`config.mk`:
```
export PLATFORM = sky130hd
export DESIGN_NAME = multicycle_ctrl
export DESIGN_NICKNAME = d
export VERILOG_FILES = /design/src/rtl/cpu_ctrl_pkg.sv /design/src/rtl/instr_decoder.sv /design/src/rtl/multicycle_ctrl.sv
export SDC_FILE = /design/constraint.sdc
export NUM_CORES = 1
export LEC_CHECK = 0
export ABC_CLOCK_PERIOD_IN_PS = 8900
export BUFFER_PORTS_ARGS = -buffer_cell sky130_fd_sc_hd__buf_2
export CAP_MARGIN = 15
export CORE_MARGIN = 2
export CORE_UTILIZATION = 40
export DETAILED_ROUTE_END_ITERATION = 8
export HOLD_SLACK_MARGIN = 0.08
export PLACE_DENSITY = 0.58
export SETUP_SLACK_MARGIN = 0.2
export SLEW_MARGIN = 25
export SYNTH_ARGS = -nofsm -noshare
export SYNTH_HDL_FRONTEND = slang
export SYNTH_SLANG_ARGS = --single-unit
```
`constraint.sdc`:
```
create_clock -name clk -period 8.9 [get_ports clk]
set_clock_uncertainty 0.05 [all_clocks]
set_input_delay 1.78 -clock clk [delete_from_list [all_inputs] [get_ports clk]]
set_output_delay 1.78 -clock clk [all_outputs]
set_load 0.02 [all_outputs]
```
`src/rtl/cpu_ctrl_pkg.sv`:
```
//------------------------------------------------------------------------------
// Module   : cpu_ctrl_pkg
// Purpose  : Shared encodings for the LEGv8 multicycle control sequencer:
//            opcode patterns, ALUOp codes, condition codes, flag bit indices,
//            FSM state enum, path/branch classes and the control-bus struct.
// Ports    : none (package)
// Revision : 1.0 - initial release
//------------------------------------------------------------------------------
`default_nettype none

package cpu_ctrl_pkg;

  // Opcode patterns, each compared against the top bits of the instruction.
  localparam logic [9:0]  c_op_addi  = 10'b1001000100;   // instr[31:22]
  localparam logic [10:0] c_op_adds  = 11'b10101011000;  // instr[31:21]
  localparam logic [10:0] c_op_subs  = 11'b11101011000;
  localparam logic [10:0] c_op_ldur  = 11'b11111000010;
  localparam logic [10:0] c_op_ldurb = 11'b00111000010;
  localparam logic [10:0] c_op_stur  = 11'b11111000000;
  localparam logic [10:0] c_op_sturb = 11'b00111000000;
  localparam logic [8:0]  c_op_movk  = 9'b111100101;     // instr[31:23]
  localparam logic [8:0]  c_op_movz  = 9'b110100101;
  localparam logic [5:0]  c_op_b     = 6'b000101;        // instr[31:26]
  localparam logic [7:0]  c_op_bcond = 8'b01010100;      // instr[31:24]
  localparam logic [7:0]  c_op_cbz   = 8'b10110100;

  localparam logic [2:0] c_aluop_passb = 3'b000;
  localparam logic [2:0] c_aluop_add   = 3'b010;
  localparam logic [2:0] c_aluop_sub   = 3'b011;

  localparam logic [3:0] c_cond_eq = 4'h0;
  localparam logic [3:0] c_cond_ne = 4'h1;
  localparam logic [3:0] c_cond_ge = 4'hA;
  localparam logic [3:0] c_cond_lt = 4'hB;

  // Bit positions inside the {N,Z,V,C} flag vector.
  localparam int c_flag_n = 3;
  localparam int c_flag_z = 2;
  localparam int c_flag_v = 1;
  localparam int c_flag_c = 0;

  typedef enum logic [2:0] {
    S_FETCH  = 3'd0,
    S_DECODE = 3'd1,
    S_EXEC   = 3'd2,
    S_MEM    = 3'd3,
    S_WB     = 3'd4,
    S_HALT   = 3'd5
  } state_e;

  // State that follows EXEC for a legal instruction.
  typedef enum logic [1:0] {
    PATH_WB  = 2'd0,
    PATH_MEM = 2'd1,
    PATH_BR  = 2'd2
  } path_e;

  typedef enum logic [1:0] {
    BR_NONE   = 2'd0,
    BR_UNCOND = 2'd1,
    BR_COND   = 2'd2,
    BR_CBZ    = 2'd3
  } br_e;

  // Control bus in datapath bit order. regwrite/memread/memwrite here only
  // say the instruction needs the strobe; the top gates them by state.
  typedef struct packed {
    logic       reg2loc;
    logic       alusrc;
    logic       memtoreg;
    logic       regwrite;
    logic       memread;
    logic       memwrite;
    logic       chooseimm;
    logic       xferbyte;
    logic       choosemovk;
    logic       choosemovz;
    logic [2:0] aluop;
  } ctrl_t;

endpackage

`default_nettype wire

```
`src/rtl/instr_decoder.sv`:
```
//------------------------------------------------------------------------------
// Module   : instr_decoder
// Purpose  : Combinational opcode decode for the multicycle sequencer.
// Ports    : i_opcode    in  11  instruction bits [31:21]
//            o_ctrl      out     control bus (ctrl_t)
//            o_path      out     state class after EXEC
//            o_br        out     branch kind
//            o_set_flags out  1  instruction updates the flag register
//            o_legal     out  1  opcode recognised
// Revision : 1.0 - initial release
//------------------------------------------------------------------------------
`default_nettype none

module instr_decoder
  import cpu_ctrl_pkg::*;
(
  input  logic [10:0] i_opcode,
  output ctrl_t       o_ctrl,
  output path_e       o_path,
  output br_e         o_br,
  output logic        o_set_flags,
  output logic        o_legal
);

  always_comb begin
    o_ctrl      = '0;
    o_path      = PATH_WB;
    o_br        = BR_NONE;
    o_set_flags = 1'b0;
    o_legal     = 1'b1;

    if (i_opcode[10:1] == c_op_addi) begin
      o_ctrl.chooseimm = 1'b1;
      o_ctrl.reg2loc   = 1'b1;
      o_ctrl.aluop     = c_aluop_add;
      o_ctrl.regwrite  = 1'b1;
    end else if (i_opcode == c_op_adds || i_opcode == c_op_subs) begin
      o_ctrl.reg2loc   = 1'b1;
      o_ctrl.aluop     = (i_opcode == c_op_subs) ? c_aluop_sub : c_aluop_add;
      o_ctrl.regwrite  = 1'b1;
      o_set_flags      = 1'b1;
    end else if (i_opcode == c_op_ldur || i_opcode == c_op_ldurb) begin
      o_ctrl.alusrc    = 1'b1;
      o_ctrl.memtoreg  = 1'b1;
      o_ctrl.aluop     = c_aluop_add;
      o_ctrl.memread   = 1'b1;
      o_ctrl.regwrite  = 1'b1;
      o_ctrl.xferbyte  = (i_opcode == c_op_ldurb);
      o_path           = PATH_MEM;
    end else if (i_opcode == c_op_stur || i_opcode == c_op_sturb) begin
      o_ctrl.alusrc    = 1'b1;
      o_ctrl.aluop     = c_aluop_add;
      o_ctrl.memwrite  = 1'b1;
      o_ctrl.xferbyte  = (i_opcode == c_op_sturb);
      o_path           = PATH_MEM;
    end else if (i_opcode[10:2] == c_op_movk || i_opcode[10:2] == c_op_movz) begin
      o_ctrl.choosemovk = (i_opcode[10:2] == c_op_movk);
      o_ctrl.choosemovz = (i_opcode[10:2] == c_op_movz);
      o_ctrl.aluop      = c_aluop_passb;
      o_ctrl.regwrite   = 1'b1;
    end else if (i_opcode[10:5] == c_op_b) begin
      o_path = PATH_BR;
      o_br   = BR_UNCOND;
    end else if (i_opcode[10:3] == c_op_bcond) begin
      o_path = PATH_BR;
      o_br   = BR_COND;
    end else if (i_opcode[10:3] == c_op_cbz) begin
      o_ctrl.aluop = c_aluop_passb;
      o_path       = PATH_BR;
      o_br         = BR_CBZ;
    end else begin
      o_legal = 1'b0;
    end
  end

endmodule

`default_nettype wire

```
`src/rtl/multicycle_ctrl.sv`:
```
//------------------------------------------------------------------------------
// Module   : multicycle_ctrl
// Purpose  : Multicycle LEGv8 control sequencer. Fetches over a req/valid
//            handshake, steps FETCH/DECODE/EXEC/MEM/WB, owns PC, IR and the
//            NZVC flag register, resolves B, B.cond and CBZ.
// Ports    : clk, reset (async active-low)
//            imem_req/imem_addr/imem_rdata/imem_valid  instruction fetch
//            flags              live {N,Z,V,C} from the datapath
//            Rd Rn Rm Daddr9 Imm12 Imm16 Shamt        IR fields
//            Reg2Loc ALUSrc MemToReg ChooseImm xferByte ChooseMovk
//            ChooseMovz ALUOp   steady controls for the current instruction
//            RegWrite MemRead MemWrite                one-cycle strobes
//            pc, halted
// Revision : 1.0 - initial release
//------------------------------------------------------------------------------
`default_nettype none

module multicycle_ctrl
  import cpu_ctrl_pkg::*;
#(
  parameter int                   PC_WIDTH = 64,  // must be >= 28
  parameter logic [PC_WIDTH-1:0]  RESET_PC = '0
) (
  input  logic                clk,
  input  logic                reset,
  output logic                imem_req,
  output logic [PC_WIDTH-1:0] imem_addr,
  input  logic [31:0]         imem_rdata,
  input  logic                imem_valid,
  input  logic [3:0]          flags,
  output logic [4:0]          Rd,
  output logic [4:0]          Rn,
  output logic [4:0]          Rm,
  output logic [8:0]          Daddr9,
  output logic [11:0]         Imm12,
  output logic [15:0]         Imm16,
  output logic [1:0]          Shamt,
  output logic                Reg2Loc,
  output logic                ALUSrc,
  output logic                MemToReg,
  output logic                RegWrite,
  output logic                MemWrite,
  output logic                MemRead,
  output logic                ChooseImm,
  output logic                xferByte,
  output logic                ChooseMovk,
  output logic                ChooseMovz,
  output logic [2:0]          ALUOp,
  output logic [PC_WIDTH-1:0] pc,
  output logic                halted
);

  state_e              r_state;
  logic [31:0]         r_ir;
  logic [PC_WIDTH-1:0] r_pc;
  logic [3:0]          r_flags;
  logic                r_req;
  logic                r_halted;
  logic                r_regwrite;
  logic                r_memread;
  logic                r_memwrite;

  ctrl_t               w_ctrl;
  path_e               w_path;
  br_e                 w_br;
  logic                w_set_flags;
  logic                w_legal;
  logic                w_cond_ok;
  logic                w_taken;
  logic [PC_WIDTH-1:0] w_br_off;
  logic [PC_WIDTH-1:0] w_pc_seq;
  logic                w_unused_flag_c;

  // Decoding the held IR keeps fields/controls steady from DECODE onward;
  // an illegal (or reset) IR decodes to an all-zero control bus.
  instr_decoder u_dec (
    .i_opcode    (r_ir[31:21]),
    .o_ctrl      (w_ctrl),
    .o_path      (w_path),
    .o_br        (w_br),
    .o_set_flags (w_set_flags),
    .o_legal     (w_legal)
  );

  // B.cond tests the stored flags, not the live datapath flags.
  always_comb begin
    w_cond_ok = 1'b0;
    case (r_ir[3:0])
      c_cond_eq: w_cond_ok = r_flags[c_flag_z];
      c_cond_ne: w_cond_ok = !r_flags[c_flag_z];
      c_cond_ge: w_cond_ok = (r_flags[c_flag_n] == r_flags[c_flag_v]);
      c_cond_lt: w_cond_ok = (r_flags[c_flag_n] != r_flags[c_flag_v]);
      default:   w_cond_ok = 1'b0;
    endcase
  end

  always_comb begin
    w_taken = 1'b0;
    case (w_br)
      BR_UNCOND: w_taken = 1'b1;
      BR_COND:   w_taken = w_cond_ok;
      BR_CBZ:    w_taken = flags[c_flag_z];
      default:   w_taken = 1'b0;
    endcase
  end

  assign w_br_off = (w_br == BR_UNCOND)
                  ? {{(PC_WIDTH-28){r_ir[25]}}, r_ir[25:0], 2'b00}
                  : {{(PC_WIDTH-21){r_ir[23]}}, r_ir[23:5], 2'b00};

  assign w_pc_seq = r_pc + PC_WIDTH'(4);

  // C is stored with the other flags but no supported branch tests it.
  assign w_unused_flag_c = r_flags[c_flag_c];

  always_ff @(posedge clk or negedge reset) begin
    if (!reset) begin
      r_state    <= S_FETCH;
      r_ir       <= '0;
      r_pc       <= RESET_PC;
      r_flags    <= '0;
      r_req      <= 1'b0;
      r_halted   <= 1'b0;
      r_regwrite <= 1'b0;
      r_memread  <= 1'b0;
      r_memwrite <= 1'b0;
    end else begin
      // Strobes are one cycle wide; they are only re-armed on state entry.
      r_regwrite <= 1'b0;
      r_memread  <= 1'b0;
      r_memwrite <= 1'b0;

      case (r_state)
        S_FETCH: begin
          // Only a response to an outstanding request is accepted.
          if (r_req && imem_valid) begin
            r_ir    <= imem_rdata;
            r_req   <= 1'b0;
            r_state <= S_DECODE;
          end else begin
            r_req   <= 1'b1;
          end
        end

        S_DECODE: begin
          if (w_legal) begin
            r_state  <= S_EXEC;
          end else begin
            r_state  <= S_HALT;
            r_halted <= 1'b1;
          end
        end

        S_EXEC: begin
          if (w_set_flags) begin
            r_flags <= flags;
          end
          case (w_path)
            PATH_WB: begin
              r_state    <= S_WB;
              r_regwrite <= 1'b1;
            end
            PATH_MEM: begin
              r_state    <= S_MEM;
              r_memread  <= w_ctrl.memread;
              r_memwrite <= w_ctrl.memwrite;
            end
            default: begin
              r_pc    <= w_taken ? (r_pc + w_br_off) : w_pc_seq;
              r_req   <= 1'b1;
              r_state <= S_FETCH;
            end
          endcase
        end

        S_MEM: begin
          if (w_ctrl.regwrite) begin
            r_state    <= S_WB;
            r_regwrite <= 1'b1;
          end else begin
            r_pc    <= w_pc_seq;
            r_req   <= 1'b1;
            r_state <= S_FETCH;
          end
        end

        S_WB: begin
          r_pc    <= w_pc_seq;
          r_req   <= 1'b1;
          r_state <= S_FETCH;
        end

        S_HALT: begin
          r_state <= S_HALT;
        end

        default: begin
          r_state <= S_FETCH;
        end
      endcase
    end
  end

  assign imem_req   = r_req;
  assign imem_addr  = r_pc;
  assign pc         = r_pc;
  assign halted     = r_halted;

  assign RegWrite   = r_regwrite;
  assign MemRead    = r_memread;
  assign MemWrite   = r_memwrite;

  assign Reg2Loc    = w_ctrl.reg2loc;
  assign ALUSrc     = w_ctrl.alusrc;
  assign MemToReg   = w_ctrl.memtoreg;
  assign ChooseImm  = w_ctrl.chooseimm;
  assign xferByte   = w_ctrl.xferbyte;
  assign ChooseMovk = w_ctrl.choosemovk;
  assign ChooseMovz = w_ctrl.choosemovz;
  assign ALUOp      = w_ctrl.aluop;

  assign Rd         = r_ir[4:0];
  assign Rn         = r_ir[9:5];
  assign Rm         = r_ir[20:16];
  assign Daddr9     = r_ir[20:12];
  assign Imm12      = r_ir[21:10];
  assign Imm16      = r_ir[20:5];
  assign Shamt      = r_ir[22:21];

endmodule

`default_nettype wire

```
==> impl_results.md <==
- Status: finished clean
- Fin. Hold Viols: 0
- Final nets: 1552
- Most used DFF post-synth: dfrtp_1
- Crit path max-delay family: compound AO/OA/AOI/OAI gates
- Clock transition at path regs: 0.09 ns
- F_max: 179 MHz
- Antenna viol nets, final: 0
- Vias per cell: 5.78
- H-tree levels: 3
- Layout cell share with drive strength beyond 1: 21.3%
- DRC viols: 0
- Initial antenna violation count: 0
- DR vias: 10300
- Max-Cap Viols: 0
- IO Count: 236
- I/O Buffers: 229
- Row cnt: 59
- Design Power: 0.934 mW
- CP cell instances: nor2b_1, nand2_1, or4_1, buf_4, and2_0, a21oi_1, inv_1, buf_4, ha_1, and3_1, a311oi_1, o211ai_1, a41oi_1, o21ai_0, a211oi_1, o211ai_1, xnor2_1, a21oi_1
- Ant diodes: 0
- Leak: 5.30 nW
- Vias in the first global route: 9588
- Hold buffer count at CTS: 0
- DRC violation total after the first TritonRoute iteration: 879
- CP Max Fanout: 41
- Seq/Total Area, Yosys: 25.1%
- Synth Register Bits: 105
- Finished Cell Area: 11300 um2
- Root Buffer: clkbuf_16
- Wirelength per Cell: 17.7 um
- Horiz. Die Dim: 166 um
- Max clock buf depth: 2
- Post-Route Setup TNS: 0 ns
- WS Path Type: reg -> reg
- Min Clock Period, post-route: 5.59 ns
- Synth top area cells: dfrtp_1 25%, a21oi_1 8.9%, buf_4 8.7%
- First-pass GRT wire length: 51000 um
- Placer Congestion: 0.938
- Area grow syn2layout: 8.03%
- Max_slew headroom: 37.9%
- GRT Util Overall: 22.5%
- DRT Pass-1 Iters: 5
- Core area: 25900 um2
- TritonCTS buffer count: 9
- Final period utilization: 62.8%
- Mean Syn Cell Area: 7.59 um2
- Clk_lat worst skew: 0.36 ns
- Die Height: 166 um
- WP data required: 9.13 ns
- HP Class: reg -> reg
- Yosys warning count: 0
- Final Max Tran Viols: 0
- Worst EP arrival: 5.81 ns
- Setup Buffers After CTS: 0
- FFs w/ async S/R, synth: 100%
- Crit-path slowest cell: a211oi_1
- Netlist cell types: 65
- Slew of the pin with the lowest slew margin: 0.924 ns
- TritonCTS clock tree: done
- Yosys top cell area share: 25.1%
- Global route overflow: 0
- RSZ-0062 raised after global routing: no
- Resize count post-CTS: 0
- Post-DP HPWL: 23400 um
- # setup viols final: 0
- Crit. End Element: register
- Cells after synthesis: 1380
- Area leader, netlist: dfrtp_1
- Routed WL: 31600 um
- Pre-CTS WS: 3.46 ns
- Largest net degree at the start of global routing: 67
- CP bufs+invs: 3
- DP Area: 11000 um2
- Post-Syn Area: 10500 um2
- PD cells: 82.5 nW/um2
- Post-synth EDFFs: 0
- Num Clock Sinks: 105
- Worst vdd ir: 0.0763 mV
- Initial core utilization: 40.4%
- Die area: 27500 um2
- Critical Path Start Type: register
- Final worst slack: 3.31 ns
- Critical path's largest stage delay: 0.57 ns
cell type report:
type,count,area [um2]
fillers,2657,14600
multi-input cells,1063,6610
flip-flops and latches,105,2630
repair buffers,242,1250
well taps,335,419
clock buffers,9,225
inverters,26,97.6
clock inverters,7,88.8
registers in the layout (all words and copies together) (netlist names):
name / cells
r_state: 3
imem_req: 1
MemWrite: 1
r_flags: 3
MemRead: 1
RegWrite: 1
halted: 1
imem_addr: 62
r_ir: 32
synth_stat cells (13+ instances only):
cell      count
nand4_1      31
xor2_1       26
o21ai_0     112
a21o_1       25
ha_1         65
nor2_1       71
clkbuf_1     57
nand3_1      64
nand2_1     159
mux2_2       35
xnor2_1      33
a21oi_1     187
o21bai_1     16
nor3_1       31
nor4_1       13
dfrtp_1     105
and3_1       21
inv_1        26
buf_4       121
tightest hold or removal path: cells and delay by family (launching register included):
kind                   cells  cell delay [ns]
AOI/OAI and AO/OA          1             0.05
buffers and inverters      1             0.04
DFF                        1             0.35
layer usage:
metal / wire length (um) / up-vias / GRT usage [%]
met4: 512 / 0 / 5.75
met1: 14700 / 4846 / 31.3
met3: 1930 / 38 / 3.69
li1: - / 5042 / -
met5: 0 / - / 0
met2: 14400 / 396 / 36.4
cell families (layout without fill, tap and decap cells):
logic type      after synthesis  in the layout  share of synthesized area, %
compound gates              433            433                          24.3
xor+xnor                     59             59                          4.93
fa+ha+maj                    66             66                          7.95
buf+inv                     216            284                          12.1
flops                       105            105                          25.1
mux                          35             35                          3.76
other cells                   1              5                        0.0358
simple gates                465            465                          21.8
power breakdown:
group	internal [mW]	leakage, nW	switching [mW]
Clock	0.205	0.153	0.230
Combinational	0.00730	3.82	0.0141
Sequential	0.477	1.32	0.000453
Total	0.690	5.30	0.244
cell usage in the layout, fill, tap and decap left out, types with 26 or more instances in the layout:
| cell type | netlist | routed |
|---|---|---|
| buf_2 | 5 | 228 |
| a21oi_1 | 187 | 187 |
| nand2_1 | 159 | 159 |
| o21ai_0 | 112 | 111 |
| dfrtp_1 | 105 | 105 |
| nor2_1 | 71 | 71 |
| ha_1 | 65 | 65 |
| nand3_1 | 64 | 64 |
| mux2_2 | 35 | 35 |
| xnor2_1 | 33 | 33 |
| nand4_1 | 31 | 31 |
| nor3_1 | 31 | 31 |
| inv_1 | 26 | 26 |
| xor2_1 | 26 | 26 |
final timing paths:
kind | cells after the start | end | from | slack [ns]
worst max-delay path | 18 | imem_addr[60] | r_ir[28] | 3.31
worst max register to register | 18 | imem_addr[60] | r_ir[28] | 3.31
worst min register to register | 2 | halted | halted | 0.42
min in group asynchronous | 1 | imem_addr[36] | reset | 1.45
worst min-delay path | 2 | halted | halted | 0.42
max in group asynchronous | 2 | r_ir[13] | reset | 6.22
through the flow:
stage | utilization, % | instances | hold slack, ns
floorplan | - | 1384 | 0.430
global placement | 42.5 | 1771 | 0.405
detailed placement | 42.5 | 1771 | 0.408
CTS | 43.7 | 1787 | 0.429
global route | 43.7 | 1787 | 0.476
finish | 43.7 | 1787 | 0.423
Note: power is estimated with default switching activity, not from simulation.
